==> src/rtl/resq_request_arbiter_if.sv <==
// Request/output bundle for the N-channel resource request arbiter.
// Request sources drive the Req_* inputs and Out_Ready. The arbiter returns
// Req_Grant and the registered output slot.
interface resq_request_arbiter_if #(
  parameter int N_CH   = 4,
  parameter int PRIO_W = 2,
  parameter int ZONE_W = 8
);
  localparam int CH_W = (N_CH > 1) ? $clog2(N_CH) : 1;

  logic [N_CH-1:0]        Req_Valid;
  logic [N_CH-1:0]        Req_Boost;
  logic [N_CH*PRIO_W-1:0] Req_Priority;
  logic [N_CH*ZONE_W-1:0] Req_Zone;
  logic [N_CH-1:0]        Req_Grant;
  logic                   Out_Ready;
  logic                   Out_Valid;
  logic [CH_W-1:0]        Out_Chan;
  logic                   Out_Boost;
  logic                   Out_Promoted;
  logic [PRIO_W-1:0]      Out_Priority;
  logic [ZONE_W-1:0]      Out_Zone;

  modport master (
    output Req_Valid, Req_Boost, Req_Priority, Req_Zone, Out_Ready,
    input  Req_Grant, Out_Valid, Out_Chan, Out_Boost, Out_Promoted,
           Out_Priority, Out_Zone
  );

  modport slave (
    input  Req_Valid, Req_Boost, Req_Priority, Req_Zone, Out_Ready,
    output Req_Grant, Out_Valid, Out_Chan, Out_Boost, Out_Promoted,
           Out_Priority, Out_Zone
  );
endinterface

==> src/rtl/resq_request_arbiter.sv <==
// N-channel request arbiter: selects by effective boost, then priority, then
// tie-break. Age counters promote starved channels, and the winner is held
// in a registered valid/ready output slot.
module resq_request_arbiter #(
  parameter int N_CH     = 4,
  parameter int PRIO_W   = 2,
  parameter int ZONE_W   = 8,
  parameter int AGE_W    = 4,
  parameter int AGE_MAX  = 8,
  parameter int TIE_MODE = 0
) (
  input  logic clk,
  input  logic rst_n,
  resq_request_arbiter_if.slave bus
);
  localparam int CH_W  = (N_CH > 1) ? $clog2(N_CH) : 1;
  localparam int KEY_W = PRIO_W + 1;

  logic [AGE_W-1:0]  age [N_CH];
  logic [CH_W-1:0]   rr_ptr;
  logic [N_CH-1:0]   aged;
  logic [N_CH-1:0]   eff_boost;
  logic [N_CH-1:0]   grant;
  logic              load;
  logic              win_found;
  logic [CH_W-1:0]   win_idx;
  logic [KEY_W-1:0]  win_key;
  logic [KEY_W-1:0]  cand_key;
  int                scan_idx;

  logic              out_valid;
  logic [CH_W-1:0]   out_chan;
  logic              out_boost;
  logic              out_promoted;
  logic [PRIO_W-1:0] out_prio;
  logic [ZONE_W-1:0] out_zone;

  always_comb begin
    aged = '0;
    for (int i = 0; i < N_CH; i++) begin
      aged[i] = (AGE_MAX != 0) && (age[i] >= AGE_W'(AGE_MAX));
    end
    eff_boost = bus.Req_Boost | aged;
  end

  // Scan starts at rr_ptr in round-robin mode, at 0 otherwise. Only a
  // strictly better key displaces the current pick, so the first tied
  // channel in scan order wins.
  always_comb begin
    win_found = 1'b0;
    win_idx   = '0;
    win_key   = '0;
    cand_key  = '0;
    scan_idx  = 0;
    for (int k = 0; k < N_CH; k++) begin
      scan_idx = (TIE_MODE != 0) ? int'(rr_ptr) + k : k;
      if (scan_idx >= N_CH) scan_idx = scan_idx - N_CH;
      cand_key = {eff_boost[scan_idx], bus.Req_Priority[scan_idx*PRIO_W +: PRIO_W]};
      if (bus.Req_Valid[scan_idx] && (!win_found || cand_key > win_key)) begin
        win_found = 1'b1;
        win_idx   = CH_W'(scan_idx);
        win_key   = cand_key;
      end
    end
  end

  assign load = rst_n && (bus.Req_Valid != '0) && (!out_valid || bus.Out_Ready);

  always_comb begin
    grant = '0;
    if (load) grant[win_idx] = 1'b1;
  end

  always_ff @(posedge clk or negedge rst_n) begin
    if (!rst_n) begin
      out_valid    <= 1'b0;
      out_chan     <= '0;
      out_boost    <= 1'b0;
      out_promoted <= 1'b0;
      out_prio     <= '0;
      out_zone     <= '0;
      rr_ptr       <= '0;
      for (int i = 0; i < N_CH; i++) age[i] <= '0;
    end else begin
      if (load) begin
        out_valid    <= 1'b1;
        out_chan     <= win_idx;
        out_boost    <= bus.Req_Boost[win_idx];
        out_promoted <= aged[win_idx] & ~bus.Req_Boost[win_idx];
        out_prio     <= bus.Req_Priority[win_idx*PRIO_W +: PRIO_W];
        out_zone     <= bus.Req_Zone[win_idx*ZONE_W +: ZONE_W];
        if (TIE_MODE != 0) begin
          rr_ptr <= (int'(win_idx) == N_CH - 1) ? '0 : win_idx + 1'b1;
        end
      end else if (out_valid && bus.Out_Ready) begin
        out_valid <= 1'b0;
      end
      // Losers age only when a transfer actually happens; backpressure freezes them.
      for (int i = 0; i < N_CH; i++) begin
        if (!bus.Req_Valid[i] || grant[i]) begin
          age[i] <= '0;
        end else if (load && (age[i] != '1)) begin
          age[i] <= age[i] + 1'b1;
        end
      end
    end
  end

  assign bus.Req_Grant    = grant;
  assign bus.Out_Valid    = out_valid;
  assign bus.Out_Chan     = out_chan;
  assign bus.Out_Boost    = out_boost;
  assign bus.Out_Promoted = out_promoted;
  assign bus.Out_Priority = out_prio;
  assign bus.Out_Zone     = out_zone;
endmodule
==> src/flat_wrapper.sv <==
// flat-port wrapper written by rule: the top's interface ports become plain ports
module resq_request_arbiter_flat 
#(
  parameter int N_CH     = 4,
  parameter int PRIO_W   = 2,
  parameter int ZONE_W   = 8,
  parameter int AGE_W    = 4,
  parameter int AGE_MAX  = 8,
  parameter int TIE_MODE = 0
)
  (clk, rst_n, bus_Req_Valid, bus_Req_Boost, bus_Req_Priority, bus_Req_Zone, bus_Out_Ready, bus_Req_Grant, bus_Out_Valid, bus_Out_Chan, bus_Out_Boost, bus_Out_Promoted, bus_Out_Priority, bus_Out_Zone);
  resq_request_arbiter_if #(.N_CH(N_CH), .PRIO_W(PRIO_W), .ZONE_W(ZONE_W)) bus_i ();
  input  logic clk;
  input  logic rst_n;
  input wire logic [$bits(bus_i.Req_Valid)-1:0] bus_Req_Valid;
  input wire logic [$bits(bus_i.Req_Boost)-1:0] bus_Req_Boost;
  input wire logic [$bits(bus_i.Req_Priority)-1:0] bus_Req_Priority;
  input wire logic [$bits(bus_i.Req_Zone)-1:0] bus_Req_Zone;
  input wire logic [$bits(bus_i.Out_Ready)-1:0] bus_Out_Ready;
  output wire logic [$bits(bus_i.Req_Grant)-1:0] bus_Req_Grant;
  output wire logic [$bits(bus_i.Out_Valid)-1:0] bus_Out_Valid;
  output wire logic [$bits(bus_i.Out_Chan)-1:0] bus_Out_Chan;
  output wire logic [$bits(bus_i.Out_Boost)-1:0] bus_Out_Boost;
  output wire logic [$bits(bus_i.Out_Promoted)-1:0] bus_Out_Promoted;
  output wire logic [$bits(bus_i.Out_Priority)-1:0] bus_Out_Priority;
  output wire logic [$bits(bus_i.Out_Zone)-1:0] bus_Out_Zone;
  assign bus_i.Req_Valid = bus_Req_Valid;
  assign bus_i.Req_Boost = bus_Req_Boost;
  assign bus_i.Req_Priority = bus_Req_Priority;
  assign bus_i.Req_Zone = bus_Req_Zone;
  assign bus_i.Out_Ready = bus_Out_Ready;
  assign bus_Req_Grant = bus_i.Req_Grant;
  assign bus_Out_Valid = bus_i.Out_Valid;
  assign bus_Out_Chan = bus_i.Out_Chan;
  assign bus_Out_Boost = bus_i.Out_Boost;
  assign bus_Out_Promoted = bus_i.Out_Promoted;
  assign bus_Out_Priority = bus_i.Out_Priority;
  assign bus_Out_Zone = bus_i.Out_Zone;
  resq_request_arbiter #(.N_CH(N_CH), .PRIO_W(PRIO_W), .ZONE_W(ZONE_W), .AGE_W(AGE_W), .AGE_MAX(AGE_MAX), .TIE_MODE(TIE_MODE)) u_core (.clk(clk), .rst_n(rst_n), .bus(bus_i));
endmodule
==> config.mk <==
export PLATFORM = sky130hd
export DESIGN_NAME = resq_request_arbiter_flat
export DESIGN_NICKNAME = d
export VERILOG_FILES = /design/src/rtl/resq_request_arbiter_if.sv /design/src/rtl/resq_request_arbiter.sv /design/src/flat_wrapper.sv
export SDC_FILE = /design/constraint.sdc
export NUM_CORES = 1
export LEC_CHECK = 0
export ABC_AREA = 1
export BUFFER_PORTS_ARGS = -buffer_cell sky130_fd_sc_hd__clkbuf_2
export CAP_MARGIN = 20
export CORE_MARGIN = 5
export CORE_UTILIZATION = 47
export CTS_BUF_LIST = sky130_fd_sc_hd__clkbuf_8 sky130_fd_sc_hd__clkbuf_16
export CTS_CLUSTER_SIZE = 8
export DETAILED_ROUTE_END_ITERATION = 6
export PLACE_DENSITY_LB_ADDON = 0.12
export SLEW_MARGIN = 20
export SYNTH_ARGS = -nofsm -noshare
export SYNTH_HDL_FRONTEND = slang
export SYNTH_SLANG_ARGS = --single-unit
==> constraint.sdc <==
create_clock -name clk -period 4.06 [get_ports clk]
set_input_delay 0.406 -clock clk [delete_from_list [all_inputs] [get_ports clk]]
set_output_delay 0.406 -clock clk [all_outputs]
set_load 0.005 [all_outputs]
Yosys cells after proc, flatten, opt, wreduce, memory -nomap -nowiden:

Cells that the tools add are included.

* $add $sub $neg: 4
* $lt $le $gt $ge: 9
* equal/unequal tests: 4
* shift-type cells: 2
* mux-type cells: 26
* bitwise logic cells: 3
* reductions and logical operators: 33

Operators with widths (number)
* $mux 4: 9
* $shiftx 32x6->8: 1
* $add 4x1->4 const B: 4
* $ge 4x4->1 const B: 4
* $ne 4x4->1 const B: 4
* $logic_and 1x1->1: 11
* $reduce_bool 2->1: 5
* $gt 3x3->1: 3
* $mux 1: 9
* $mux 3: 3
* $logic_not 1->1: 8
* $logic_or 1x1->1: 8
* $shiftx 8x4->2: 1
* $bmux 1 s2: 2
* $mux 2: 2
* $or 4x4->4: 1
* $reduce_bool 4->1: 1
* $lt 2x3->1 const B: 1
* $demux 1 s2: 1
* $ge 2x1->1 const B: 1
* $and 1x1->1: 1
* $not 1->1: 1

* register bits after elaboration: 31
* input bits: 51
* output and inout port bits: 19
* word-level logic and storage cells: 91

Depth between registers and ports, before layout:

* depth after elaboration: 22
* depth in mapped cells: 35
* depth with buffers taken out: 34

Least setup slack after synthesis:

Ideal clock, no wire load.

* kind: reg2out
* start point: register u_core.age[15] in the netlist's numbering
* end point: output bus_Req_Grant[2]
* arrival: 3539 ps
* required time: 3654 ps
* path slack: 115 ps
* cell stages (with the launch flop): 29
* buffers on the path: 2
* cells stage by stage: dfrtp_1 > o21ai_0 > ha_1 > a21oi_1 > nand2_1 > nand2_1 > nand2_1 > nand2_1 > nand3_1 > o21ai_0 > inv_1 > ha_1 > nand3b_1 > nand2_1 > nand2_1 > nand2_1 > nand2_4 > nand2_1 > o21ai_0 > ha_1 > a21oi_1 > o21ai_0 > nand2_1 > nand2_1 > nand2_1 > buf_4 > nand2_4 > buf_6 > nor2_1

* longest elaborated chain between the ends: 20
* elaborated cells between the ends (all ways): 27
* those cells by class: order compare: 6; mux: 11; bitwise: 1; reduce/logical: 9

RTL lines
* from (decl): RTL line resq_request_arbiter.sv:19 `logic [AGE_W-1:0] age [N_CH];`
* from (signal, indexed assignment): RTL line resq_request_arbiter.sv:103 `age[i] <= age[i] + 1'b1;`
* $ge 4x4->1 (*): RTL line resq_request_arbiter.sv:41 `aged[i] = (AGE_MAX != 0) && (age[i] >= AGE_W'(AGE_MAX));`
* $or 4x4->4 (*): RTL line resq_request_arbiter.sv:43 `eff_boost = bus.Req_Boost | aged;`
* $mux 3 (*): RTL line resq_request_arbiter.sv:59 `if (bus.Req_Valid[scan_idx] && (!win_found || cand_key > win_key)) begin`
* $gt 3x3->1: RTL line resq_request_arbiter.sv:59
* $logic_or 1x1->1: RTL line resq_request_arbiter.sv:59
* $logic_and 1x1->1: RTL line resq_request_arbiter.sv:59
* $mux 3 / $mux 1 (equally long branches): RTL line resq_request_arbiter.sv:59
* $gt 3x3->1 / $logic_not 1->1 (equally long branches): RTL line resq_request_arbiter.sv:59
* [4 not listed]
* $logic_or 1x1->1: RTL line resq_request_arbiter.sv:59
* $logic_and 1x1->1: RTL line resq_request_arbiter.sv:59
* $mux 2 (*): RTL line resq_request_arbiter.sv:59
* $lt 2x3->1 (implied by the code) / $ge 2x1->1 (equally long branches): RTL line resq_request_arbiter.sv:71 `if (load) grant[win_idx] = 1'b1;`
* $logic_and 1x1->1 (implied by the code): RTL line resq_request_arbiter.sv:71
* $mux 1 (implied by the code): RTL line resq_request_arbiter.sv:71
* $demux 1 s2 (*)
* $mux 4 (*): RTL line resq_request_arbiter.sv:71
* to (decl): RTL line flat_wrapper.sv:20 `output wire logic [$bits(bus_i.Req_Grant)-1:0] bus_Req_Grant;`

Every way passes the cells marked *; elsewhere a longest branch is shown, timed or not.

Final worst setup path:

* start point: register u_core.age[15] in the netlist's numbering
* end point: output bus_Req_Grant[1]

Same word-level chain as after synthesis.

==> flow_metrics.tcl <==
set metrics [dict create \
    clk_pin_slew_worst_paths_ns 0.07 \
    synth_top_area_share_pct 32.4 \
    pre_cts_slack_ns -0.344 \
    reg2reg_from "u_core.age[15]" \
    violations "negative setup slack" \
    setup_tns_ns -0.228 \
    clock_skew_ns 0.00406 \
    critPathLaunchType "register" \
    ys_seq_elements 31 \
    postPlaceCellArea_um2 2940 \
    dieArea_um2 6630 \
    r2r_cells 31 \
    grt_pass1_vias 2355 \
    ant_nets 0 \
    viasPerCell 4.82 \
    drt_iter0_markers 84 \
    drt_wl_total_um 6730 \
    setup_viol 4 \
    synthTopCellsByCount "nand2_1, inv_1, nor2_1" \
    io_buffers 69 \
    synth_xor_area_share_pct 1.83 \
    grt_max_degree 33 \
    syn_nets 420 \
    synth.distinct_cells 31 \
    post-route-min-period_ns 4.13 \
    core.rowCount 26 \
    cts_buffers 5 \
    ir_worst_vdd_uv 220 \
    cts.sinks 31 \
    end_kind "output port" \
    async_flop_share_pct 100 \
    postLayoutCellArea_um2 3310 \
    die_x_um 81.4 \
    drv_slew 0 \
    grtUsageTotal_pct 20.7 \
    die_height_um 81.4 \
    finalCritPeriodShare_pct 102 \
    synth.avg_cell_area_um2 6.81 \
    io_pins 70 \
    seq_area_frac_synth_pct 32.4 \
    clk_latency_ns 0.28 \
    p_leak_nw 1.84 \
    place_congestion 0.827 \
    synth_ff_type "dfrtp_1" \
    synthSimpleGateAreaFrac_pct 31.7 \
    drc_errors 0 \
    slew_headroom_pct 53.8 \
    hold_viol 0 \
    core_um2 5040 \
    start_util_pct 47.5 \
    arrival_ns 3.72 \
    fin_nets 521 \
    synth_top_family_by_area "simple AND/OR/NAND/NOR gates" \
    wl_per_cell_um 12.8 \
    worst_ep_required_time_ns 3.65 \
    yosys-top-cells-area "dfrtp_1, nand2_1, inv_1" \
    grt_antenna_before_repair 0 \
    timing.hold.ws_ns 0.139 \
    rsz0062_at_grt "true" \
    fin_ws_ns -0.0654 \
    r2r-end "u_core.bus.Out_Zone[4]" \
    clock_path_buffers 2 \
    yosysMostFrequentCell "nand2_1" \
    num_vias 2526 \
    yosysTopAreaCell "dfrtp_1" \
    synth-compound-area-share_pct 12.5 \
    yosys_warnings 0 \
    htreeDepth 2 \
    num-fill-cells 480 \
    synth_area_um2 2400 \
    final-seq-area_um2 776 \
    synth_cells 352 \
    status "finished with violations" \
    crit_top_cell "nand2_1" \
    drive_gt1_share_pct 37.2 \
    hold_buffers 0 \
    fin_total_pwr_w 0.00114 \
    cts_tree "built" \
    synth_edf_count 0 \
    p_per_area_nw_per_um2 343 \
    critPathMaxFanout 8 \
    drt-pass1-iter-count 4 \
    path_class "register to output port" \
    n_antenna_cell 0 \
    synth_mux_area_share_pct 0.418 \
    multi_input_area_um2 1480 \
    synthAdderAreaFrac_pct 8.88 \
    ff2ff_setup_slack_ns 0.14 \
    worst_pin_slew_ns 0.692 \
    syn2layout_area_growth_pct 38.3 \
    clock-root-buffer "clkbuf_8" \
    grt_overflow 0 \
    hold_class "input port to async pin" \
    cpPeakStageDelay_ns 0.41 \
    dp_hpwl_um 4930 \
    slowest_stage "dfrtp_1" \
    max_freq_mhz 242 \
    drv_cap 0 \
    grt_pass1_wl_um 10700 \
]
[power breakdown]
part | internal (W) | switching [W] | total (W) | leakage, nW
logic | 0.000221 | 0.000267 | 0.000488 | 1.39
registers | 0.000355 | 0.0000265 | 0.000382 | 0.398
clock network | 0.000152 | 0.000115 | 0.000267 | 0.0557
[registers in the layout (all words and copies together), names as in the netlist]
name,cells
u_core.bus.Out_Zone,8
u_core.bus.Out_Boost,1
u_core.bus.Out_Valid,1
u_core.bus.Out_Priority,2
u_core.bus.Out_Promoted,1
u_core.bus.Out_Chan,2
u_core.age,16
[routing by layer]
metal / up-vias / global-route usage [%] / part of all wire [%]
met5: - / 0 / 0
met4: 0 / 5.24 / 1.0
met3: 6 / 4.21 / 6.7
met2: 70 / 35.4 / 49
met1: 1152 / 26.6 / 43
li1: 1298 / - / -
[final cells by class]
type	count	area share (%)
inverter	63	7.21
clock inverter	1	0.113
clock buffer	7	2.91
multi-input combinational	249	44.6
sequential	31	23.4
timing repair buffer	103	19.1
tap	70	2.64
[worst max path at each step]
stage | endpoint | from | cells past startpoint | slack (ns)
floorplan | bus_Req_Grant[2] | u_core.age[15] | 28 | 0.12
global placement | bus_Req_Grant[0] | bus_Req_Boost[0] | 30 | -0.18
detailed placement | bus_Req_Grant[0] | bus_Req_Boost[0] | 30 | -0.34
CTS | bus_Req_Grant[0] | u_core.age[15] | 29 | -0.09
global route | bus_Req_Grant[1] | u_core.age[15] | 29 | -0.26
finish | bus_Req_Grant[1] | u_core.age[15] | 29 | -0.07
[worst max-delay path, delay by kind of cell, from the launching register on]
kind / cells / cell delay (ns)
AO/OA/AOI/OAI: 6 / 0.68
adder cells (fa/ha/maj): 3 / 0.81
buffers and inverters: 3 / 0.23
flip-flops: 1 / 0.41
AND/OR/NAND/NOR: 17 / 1.30
[placed cells by master (no fill, tap or decap), types with 2 or more instances in the layout]
cell       n
nand3_1   15
a21oi_1   11
or2_2     10
clkbuf_8   7
buf_4     30
buf_2      3
nor2_1    34
nand2_2   10
nand4_1    3
xor2_1     5
clkbuf_2  66
ha_1      14
nor2_2     7
inv_1     59
dfrtp_1   31
nand2_4    5
o21ai_2    5
ha_4       3
a21oi_2    5
nor3b_1    2
inv_2      4
o21ai_0   17
nand3_2    5
buf_8      2
nand2_1   80
o21ai_1    8
o31ai_1    2
[what timing repair did]
action                     CTS  global route
hold endpoints to repair     0             0
setup buffers                6             5
gates cloned                 0             0
setup endpoints to repair   32            29
gates resized for setup     23            37
pin swaps                    9            21
[metrics by stage]
step	utilization [%]	std cells
6_report	65.7	524
5_1_grt	65.7	524
4_1_cts	62.9	519
3_5_place_dp	58.4	505
3_3_place_gp	58.4	505
2_1_floorplan	-	352
[cell families after synthesis]
kind of cell	after synthesis
AND/OR/NAND/NOR	174
buffers and inverters	72
AO/OA/AOI/OAI	52
flip-flops	31
adder cells (fa/ha/maj)	17
XOR/XNOR	5
multiplexers	1
Power figures use the tool's default switching activity.
